$ cat src/rtl/fifo_wr_arbiter.sv
// Round-robin arbiter sharing one FIFO write port between NUM_REQ requesters.
// A grant lasts up to MAX_BURST accepted words and always ends with one idle cycle.
module fifo_wr_arbiter #(
    parameter int NUM_REQ   = 4,
    parameter int WIDTH     = 8,
    parameter int MAX_BURST = 4,
    parameter int ID_W      = $clog2(NUM_REQ),
    parameter int CNT_W     = $clog2(MAX_BURST + 1)
) (
    input  logic                     clk,
    input  logic                     rst,
    input  logic [NUM_REQ-1:0]       req,
    input  logic [NUM_REQ*WIDTH-1:0] req_data,
    input  logic                     fifo_full,
    output logic [NUM_REQ-1:0]       ack,
    output logic                     fifo_wr_en,
    output logic [WIDTH-1:0]         fifo_din,
    output logic [NUM_REQ-1:0]       grant,
    output logic [ID_W-1:0]          grant_id,
    output logic                     busy
);

    typedef enum logic [0:0] {
        ST_IDLE  = 1'b0,
        ST_GRANT = 1'b1
    } state_t;

    localparam logic [ID_W:0]    NREQ_W      = NUM_REQ[ID_W:0];
    localparam logic [ID_W-1:0]  LAST_ID_RST = ID_W'(NUM_REQ - 1);
    localparam logic [CNT_W-1:0] LAST_BEAT   = CNT_W'(MAX_BURST - 1);

    state_t             state_r;
    logic [NUM_REQ-1:0] grant_r;
    logic [ID_W-1:0]    grant_id_r;
    logic [ID_W-1:0]    last_id_r;
    logic               busy_r;
    logic [CNT_W-1:0]   burst_cnt_r;

    logic [2*NUM_REQ-1:0] req_dbl_s;
    logic [NUM_REQ-1:0]   req_rot_s;
    logic [ID_W:0]        rot_base_s;
    logic [ID_W:0]        pick_sum_s;
    logic [ID_W-1:0]      pick_off_s;
    logic [ID_W-1:0]      pick_id_s;
    logic                 pick_found_s;

    logic                 owner_req_s;
    logic [WIDTH-1:0]     owner_data_s;
    logic                 xfer_s;
    logic                 release_s;

    assign grant    = grant_r;
    assign grant_id = grant_id_r;
    assign busy     = busy_r;

    // Round-robin pick: rotate req so bit 0 is last_id+1, take the lowest set bit.
    always_comb begin
        req_dbl_s    = {req, req};
        rot_base_s   = {1'b0, last_id_r} + {{ID_W{1'b0}}, 1'b1};
        req_rot_s    = req_dbl_s[rot_base_s +: NUM_REQ];
        pick_off_s   = '0;
        pick_found_s = 1'b0;
        for (int j = NUM_REQ - 1; j >= 0; j--) begin
            pick_off_s   = req_rot_s[j] ? ID_W'(j) : pick_off_s;
            pick_found_s = pick_found_s | req_rot_s[j];
        end
        pick_sum_s = rot_base_s + {1'b0, pick_off_s};
        pick_id_s  = (pick_sum_s >= NREQ_W) ? ID_W'(pick_sum_s - NREQ_W) : ID_W'(pick_sum_s);
    end

    // Owner request/data mux and transfer qualification; reset blocks any write.
    always_comb begin
        owner_req_s  = 1'b0;
        owner_data_s = '0;
        for (int i = 0; i < NUM_REQ; i++) begin
            owner_req_s  = (grant_id_r == ID_W'(i)) ? req[i] : owner_req_s;
            owner_data_s = (grant_id_r == ID_W'(i)) ? req_data[i*WIDTH +: WIDTH] : owner_data_s;
        end
        xfer_s    = (state_r == ST_GRANT) & ~rst & owner_req_s & ~fifo_full;
        release_s = ~owner_req_s | (xfer_s & (burst_cnt_r == LAST_BEAT));
    end

    assign ack        = xfer_s ? grant_r : '0;
    assign fifo_wr_en = xfer_s;
    assign fifo_din   = owner_data_s;

    // Grant FSM: IDLE picks the next owner, GRANT counts words until the burst ends.
    always_ff @(posedge clk) begin
        if (rst) begin
            state_r     <= ST_IDLE;
            grant_r     <= '0;
            grant_id_r  <= '0;
            busy_r      <= 1'b0;
            burst_cnt_r <= '0;
            last_id_r   <= LAST_ID_RST;
        end else begin
            case (state_r)
                ST_IDLE: begin
                    if (pick_found_s) begin
                        state_r     <= ST_GRANT;
                        grant_r     <= {{(NUM_REQ-1){1'b0}}, 1'b1} << pick_id_s;
                        grant_id_r  <= pick_id_s;
                        last_id_r   <= pick_id_s;
                        busy_r      <= 1'b1;
                        burst_cnt_r <= '0;
                    end
                end
                ST_GRANT: begin
                    if (release_s) begin
                        state_r     <= ST_IDLE;
                        grant_r     <= '0;
                        busy_r      <= 1'b0;
                        burst_cnt_r <= '0;
                    end else if (xfer_s) begin
                        burst_cnt_r <= burst_cnt_r + CNT_W'(1);
                    end
                end
                default: begin
                    state_r     <= ST_IDLE;
                    grant_r     <= '0;
                    busy_r      <= 1'b0;
                    burst_cnt_r <= '0;
                end
            endcase
        end
    end

endmodule

$ cat config.mk
export PLATFORM = sky130hd
export DESIGN_NAME = fifo_wr_arbiter
export DESIGN_NICKNAME = d
export VERILOG_FILES = /design/src/rtl/fifo_wr_arbiter.sv
export SDC_FILE = /design/constraint.sdc
export NUM_CORES = 1
export LEC_CHECK = 0
export ABC_AREA = 1
export CAP_MARGIN = 5
export CORE_ASPECT_RATIO = 0.5
export CORE_MARGIN = 5
export CORE_UTILIZATION = 34
export DETAILED_ROUTE_END_ITERATION = 12
export PLACE_DENSITY = 0.79
export SLEW_MARGIN = 10
export SYNTH_ARGS = -nofsm -noshare
export SYNTH_HDL_FRONTEND = slang
export SYNTH_SLANG_ARGS = --single-unit
$ cat constraint.sdc
create_clock -name clk -period 1.8 [get_ports clk]
set_clock_uncertainty 0.05 [all_clocks]
set_input_delay 0.54 -clock clk [delete_from_list [all_inputs] [get_ports clk]]
set_output_delay 0.54 -clock clk [all_outputs]
set_load 0.02 [all_outputs]
==> key figures, run 1 <==
Die
  • Core Rows: 14
  • Starting Density: a little over a third
  • Die Span Y: ~49 um
  • Die Footprint: between 4000 and 5000 um2
  • Die Span X: 88.2 um
  • Num ports: 59
  • Total core area: 2960 um2

Clocking
  • TritonCTS clock tree: built
  • Post-CTS Hold Fix Bufs: 0
  • CTS Buf Count: 3
  • H-tree Lvls: 1
  • Reg clk slew, reported paths: ~0.05 ns
  • Clock Tree Buf Depth: 2
  • Sink Count: 13
  • Skew-Pair Late Insertion Delay: around 0.24 ns
  • Root buffer cell: clkbuf_8

Power
  • Pwr Total: about 0.0032 W
  • VDD IR max: between 900 and 1000 uV
  • PD cells: roughly 1400 nW/um2
  • Pleak: roughly 1.1 nW

Detailed routing
  • Overall via count from detail_route: ~1,600
  • Routed length per instance: 14.7 um
  • Final routed DRC violation total: 0
  • Routed met1 length: 1890 um
  • Initial DRC Count: 81
  • Routed Antenna Nets: 0
  • Met2 routed WL: 2160 um
  • DR WL met3: around 450 um
  • Vias per cell: just over 5
  • Final wirelength: ~4600 um
  • First drt pass iteration count: 5
  • Highest metal used: met4

Timing
  • RSZ-0062 raised after global routing: true
  • Final setup vio count: 19
  • Worst slew margin: 76.4%
  • Fin. max-slew vios: 0
  • Setup TNS: -2.76 ns
  • Worst setup margin: -0.323 ns
  • Fin crit share: 118%
  • Worst slew pin tran: 0.353 ns
  • Final Hold Fails: 0
  • Highest Clock Rate: between 400 and 500 MHz
  • Period minus WS final: ~2.1 ns

Yosys
  • EDFF count, synth: 0
  • Commonest cells post-synth: 70 x nand2_1, 19 x inv_1, 14 x nand3_1, 14 x nor2_1, 13 x dfxtp_1
  • Most frequent cell after synthesis: nand2_1
  • Register area share after synthesis: 25.1%
  • Synthesized area per cell: between 5 and 6 um2
  • Cell variety after synth: 21
  • Top cells by area, synth: nand2_1 25%, dfxtp_1 25%, inv_1 6.9%
  • Syn nets: between 200 and 250
  • Post-synth ARST share: 0%
  • Cells after synthesis: ~180
  • Synth Register Bits: 13
  • Warnings from Yosys: 0
  • Top-area cell type share of the netlist area: 25.3%
  • Mapped Area: 1040 um2
  • Post-synth top area cell: nand2_1
  • Main synth FF type: dfxtp_1

Job
  • Max-capacitance violation count: 0

Place
  • Cells after DPL: 296
  • Dpl hpwl: between 2000 and 3000 um
  • Port bufs: 58
  • Gpl congestion: roughly 0.82
  • Placed cell area: 1880 um2

Global routing
  • GRT Util Overall: between 10% and 20%
  • GR Overflow Total: 0
  • Largest net degree at the start of global routing: 10
  • Initial antenna violation count: 0
  • First-pass GRT wire length: 6400 um
  • Vias in the first global route: about 1,500

Setup path
  • FF-to-FF Start: last_id_r[0]$_SDFFE_PP1P_
  • Worst-case reg-to-reg path depth: 13
  • CP Launch Type: register
  • WP data required: 1.21 ns
  • Critical path class: reg -> out
  • Critical Path AT: ~1.5 ns
  • Crit path capture type: primary output
  • Max FO, Critical Path: 4
  • R2R Path End: grant[0]$_SDFFE_PP0P_
  • R2R setup slack: -0.15 ns

Final layout
  • # diodes: 0
  • Finished Cell Area: around 2300 um2
  • Share of post-route cells with drive strength above 1: a little under half
  • P&R area growth vs syn: 118%
  • Final Non-Filler Cells: around 310
  • Filler cells: approximately 200
  • Multi-input gate area: approximately 960 um2
  • Register Area: approximately 270 um2
  • Finished Core Util: about three quarters
  • Nets: 315

Status
  • Failing checks: negative setup slack
  • Status: finished with violations

Hold path
  • Hold EP: burst_cnt_r[2]$_SDFFE_PP0P_
  • Startpoint of the worst hold path: burst_cnt_r[2]$_SDFFE_PP0P_
  • WHS Path Cells: 2
  • Worst min path class: reg -> reg
[state kept, by name, indices dropped and copies added (netlist names)]
| signal | count |
|---|---|
| grant | 4 |
| last_id_r | 2 |
| grant_id | 2 |
| burst_cnt_r | 3 |
| busy | 1 |
| state_r | 1 |
[placed cells by master, fill, tap and decap left out, types with 3 or more instances in the layout]
cell            n
dfxtp_1         9
inv_2           6
nand2_1        47
nand2_2        21
nand4_1        10
nand3_2         5
buf_6          25
dlygate4sd2_1  36
a21oi_2         5
o211ai_1        3
buf_4          28
clkbuf_8        3
nor2_1          7
dfxtp_4         3
inv_1          12
nor2_4         10
nand2_4         9
a21oi_1         4
nand3_1         7
[stage by stage]
stage | hold slack (ns) | setup slack (ns)
final | 0.415 | -0.323
after global routing | 0.457 | -0.387
after CTS | 0.411 | -0.271
after detailed placement | 0.403 | -1.14
after global placement | 0.403 | -1.09
after floorplan | 0.390 | -0.290
[metal layers]
layer	up-vias	track usage, %
met2	81	33.1
met4	0	4.27
met1	723	20.5
met3	12	5.73
met5	-	0
li1	760	-
[cell type report]
type	count	area share (%)
Inverter	22	4.14
Multi-Input combinational cell	140	42.2
Tap cell	40	2.21
Clock buffer	4	1.99
Sequential cell	13	12.0
Timing Repair Buffer	93	37.4
[repair_timing]
item,4_1_cts,5_1_grt
resized for setup,190,35
setup buffers,11,2
setup endpoints to repair,30,26
pin swaps,52,18
[cell families (layout without fill, tap and decap cells)]
kind of cell / Yosys count / count (layout) / synth area share, %
and+or+nand+nor: 122 / 122 / 54.6
buffers and inverters: 23 / 119 / 8.43
AOI/OAI and AO/OA: 14 / 14 / 7.47
xor gates and xnor gates: 1 / 1 / 0.844
adders and majority gates: 3 / 3 / 3.61
DFF: 13 / 13 / 25.1
[worst max-delay path: stages, from the launching register on]
cell and delay [ns]:
dfxtp_4 0.38, inv_2 0.04, o211ai_1 0.32, nand2_2 0.12
inv_2 0.10, nor2_4 0.05, inv_4 0.11, nor2_4 0.05
buf_6 0.12
[worst max-delay path by stage]
stage / to / slack [ns] / from
floorplan: ack[0] / -0.29 / rst
global placement: ack[0] / -1.09 / req[2]
detailed placement: ack[0] / -1.14 / req[2]
CTS: ack[1] / -0.27 / rst
global route: ack[1] / -0.39 / grant_id[0]$_SDFFE_PP0P_
finish: ack[1] / -0.32 / grant_id[0]$_SDFFE_PP0P_
[report_power, final]
part | switching (W) | leakage, nW | total [W] | internal, W
clock network | 0.000100 | 0.0228 | 0.000257 | 0.000156
registers | 0.000116 | 0.108 | 0.000514 | 0.000398
logic | 0.00137 | 0.976 | 0.00244 | 0.00107
(Power assumes the default switching activity.)
==> inputs of run 2 (changes only) <==
- SETUP_SLACK_MARGIN: default -> 0.2
==> run 2 against run 1 <==
Net effect:
- the flow still finishes with violations (negative setup slack)
- worst hold slack improved by 0.023 ns
- core utilization is 8.5 points higher
- cell count up 4.2%
- first-iteration DRC count shrank 12%
- register-to-register slack worse by 0.27 ns
- sequential share of layout area fell by 1.2 points
- count of clock-buffer cells in the layout unchanged
- clock power increased by 6%
==> key figures, run 2 (synthesis results as in run 1) <==
Status
  • Status: finished with violations
  • Failing checks: negative setup slack

Clocking
  • H-tree Lvls: 1 (unchanged)
  • CTS Buf Count: 3 (unchanged)
  • Sink Count: 13 (unchanged)
  • Clock Tree Buf Depth: 2 (unchanged)
  • Root buffer cell: clkbuf_8
  • Post-CTS Hold Fix Bufs: 0 (unchanged)
  • Skew-Pair Late Insertion Delay: 0.25 ns (about the same)
  • Reg clk slew, reported paths: 0.06 ns (about the same)
  • TritonCTS clock tree: built

Die
  • Starting Density: 35.1% (unchanged)
  • Core Rows: 14 (unchanged)
  • Die Span X: 88.2 um (unchanged)
  • Die Span Y: 49.1 um (unchanged)
  • Total core area: 2960 um2 (unchanged)
  • Num ports: 59 (unchanged)
  • Die Footprint: 4330 um2 (unchanged)

Power
  • Pleak: 1.14 nW (+2.7%)
  • Part of the power in registers: 13.0% (-3.0 points)
  • Sw power: 0.00187 W (+18%)
  • VDD IR max: 1070 uV (+12%)
  • Clock power share: 7.2% (-0.8 points)
  • PD cells: 1510 nW/um2 (+6.8%)
  • Internal: 0.00193 W (+19%)
  • Combinational fraction of design power: 79.9% (+3.9 points)
  • Switching Share: 49.3% (-0.089 points)

Detailed routing
  • Final routed DRC violation total: 0 (unchanged)
  • Routed length per instance: 17.9 um (+22%)
  • Initial DRC Count: 71 (-12%)
  • Overall via count from detail_route: 1,711 (+8.6%)
  • First drt pass iteration count: 4 (-1)
  • Met2 routed WL: 2810 um (+30%)
  • Routed Antenna Nets: 0 (unchanged)
  • Highest metal used: met4
  • Routed met1 length: 2200 um (+16%)
  • Vias per cell: 5.26 (+4.2%)
  • Final wirelength: 5820 um (+27%)
  • DR WL met3: 608 um (+36%)

Final layout
  • Register Area: 273 um2 (unchanged)
  • Share of post-route cells with drive strength above 1: 52.3% (+4.5 points)
  • Max reg flops: 4 (unchanged)
  • Finished Cell Area: 2520 um2 (+11%)
  • P&R area growth vs syn: 142%
  • Final Non-Filler Cells: 325 (+4.2%)
  • Filler cells: 165 (-18%)
  • # diodes: 0 (unchanged)
  • Finished Core Util: 85.0% (+8.5 points)
  • Most frequent cells in the layout: 49 x nand2_1, 43 x buf_6, 31 x dlygate4sd2_1
  • Multi-input gate area: 1040 um2 (+8.5%)
  • Nets: 328 (+4.1%)
  • Commonest non-fill, non-tap cell in the layout: nand2_1

Timing
  • Period minus WS final: 2.22 ns (+0.0970 ns)
  • Worst setup margin: -0.420 ns (-0.0970 ns)
  • Worst slew margin: 75.6% (-0.83 points)
  • Final setup vio count: 24 (+5)
  • Final Hold Fails: 0 (unchanged)
  • Highest Clock Rate: 450 MHz (-4.4%)
  • RSZ-0062 raised after global routing: true
  • Fin crit share: 123% (+5.4 points)
  • Fin. max-slew vios: 0 (unchanged)
  • Hold slack: 0.437 ns (+0.0228 ns)
  • Worst slew pin tran: 0.365 ns (+0.0123 ns)

Job
  • Max-capacitance violation count: 0 (unchanged)

Hold path
  • Hold EP: burst_cnt_r[2]$_SDFFE_PP0P_
  • WHS Path Cells: 2 (unchanged)
  • Startpoint of the worst hold path: burst_cnt_r[2]$_SDFFE_PP0P_
  • Worst min path class: reg -> reg

Setup path
  • CP Launch Type: register
  • R2R setup slack: -0.42 ns (-0.27 ns)
  • WP data required: 1.90 ns (+0.69 ns)
  • Critical path class: reg -> reg
  • FF-to-FF Start: grant_id[0]$_SDFFE_PP0P_
  • Worst-case reg-to-reg path depth: 17 (+4)
  • Max FO, Critical Path: 6 (+2)
  • R2R Path End: grant[0]$_SDFFE_PP0P_
  • Critical Path AT: 2.32 ns (+0.79 ns)
  • Crit path capture type: register

Global routing
  • GR Overflow Total: 0 (unchanged)
  • Initial antenna violation count: 0 (unchanged)
  • Largest net degree at the start of global routing: 10 (unchanged)
  • GRT Util Overall: 22.8% (+4.6 points)
  • Vias in the first global route: 1,678 (+11%)
  • First-pass GRT wire length: 7760 um (+21%)

Place
  • Dpl hpwl: 3080 um (+9.9%)
  • Placed cell area: 2000 um2 (+6.3%)
  • Cells after DPL: 300 (+1.4%)
  • Port bufs: 58 (unchanged)
  • Gpl congestion: 0.867 (+6.3%)
[run 2: layout make-up]
class | instances | area share, %
well taps | 40 | 1.99
repair buffers | 106 | 40.4
inverters | 22 | 3.78
multi-input cells | 140 | 41.3
flip-flops and latches | 13 | 10.8
clock buffers | 4 | 1.79
[run 2: power by group through the flow]
stage               Clock, W  Combinational, W  Sequential (W)
global route        0.000289           0.00320        0.000510
detailed placement         0           0.00196        0.000471
CTS                 0.000266           0.00248        0.000477
floorplan                  0           0.00105        0.000551
global placement           0           0.00192        0.000468
finish              0.000272           0.00304        0.000493
[run 2: repair_timing]
item                                    4_1_cts  5_1_grt
buffers inserted                             18        3
endpoints found under the setup margin       33       28
pin swaps                                    59       21
gates resized for setup                     201       40
[run 2: worst max path at each step]
stage / start / end / slack (ns)
6_report: grant_id[0]$_SDFFE_PP0P_ / grant[0]$_SDFFE_PP0P_ / -0.42
5_1_grt: grant_id[0]$_SDFFE_PP0P_ / grant[2]$_SDFFE_PP0P_ / -0.50
4_1_cts: rst / ack[0] / -0.30
3_3_place_gp: req[0] / ack[0] / -1.10
3_5_place_dp: req[2] / ack[0] / -1.17
2_1_floorplan: rst / ack[0] / -0.29
[run 2: metrics by stage]
| step | worst slack, ns | setup TNS [ns] | power [W] |
|---|---|---|---|
| detailed placement | -1.17 | -17.07 | 0.00243 |
| global route | -0.504 | -7.92 | 0.00400 |
| CTS | -0.298 | -3.63 | 0.00322 |
| floorplan | -0.290 | -1.12 | 0.00160 |
| finish | -0.420 | -5.90 | 0.00380 |
| global placement | -1.10 | -16.31 | 0.00238 |
[run 2: routing by layer]
metal | vias up | track usage, %
met5 | - | 0
met4 | 0 | 7.29
met3 | 26 | 7.25
met2 | 103 | 40.4
met1 | 799 | 25.7
li1 | 783 | -
[run 2: worst max-delay path, stage by stage (launching register included)]
cell	delay (ns)
dfxtp_4	0.36
inv_2	0.06
nand2_1	0.05
nand2_1	0.07
o211ai_1	0.17
buf_4	0.19
buf_6	0.11
buf_6	0.10
buf_6	0.10
buf_6	0.10
buf_6	0.10
buf_6	0.11
nand3_4	0.06
nand2_4	0.07
nor2_8	0.18
nand2_1	0.10
nand2_1	0.09
nor2_1	0.05
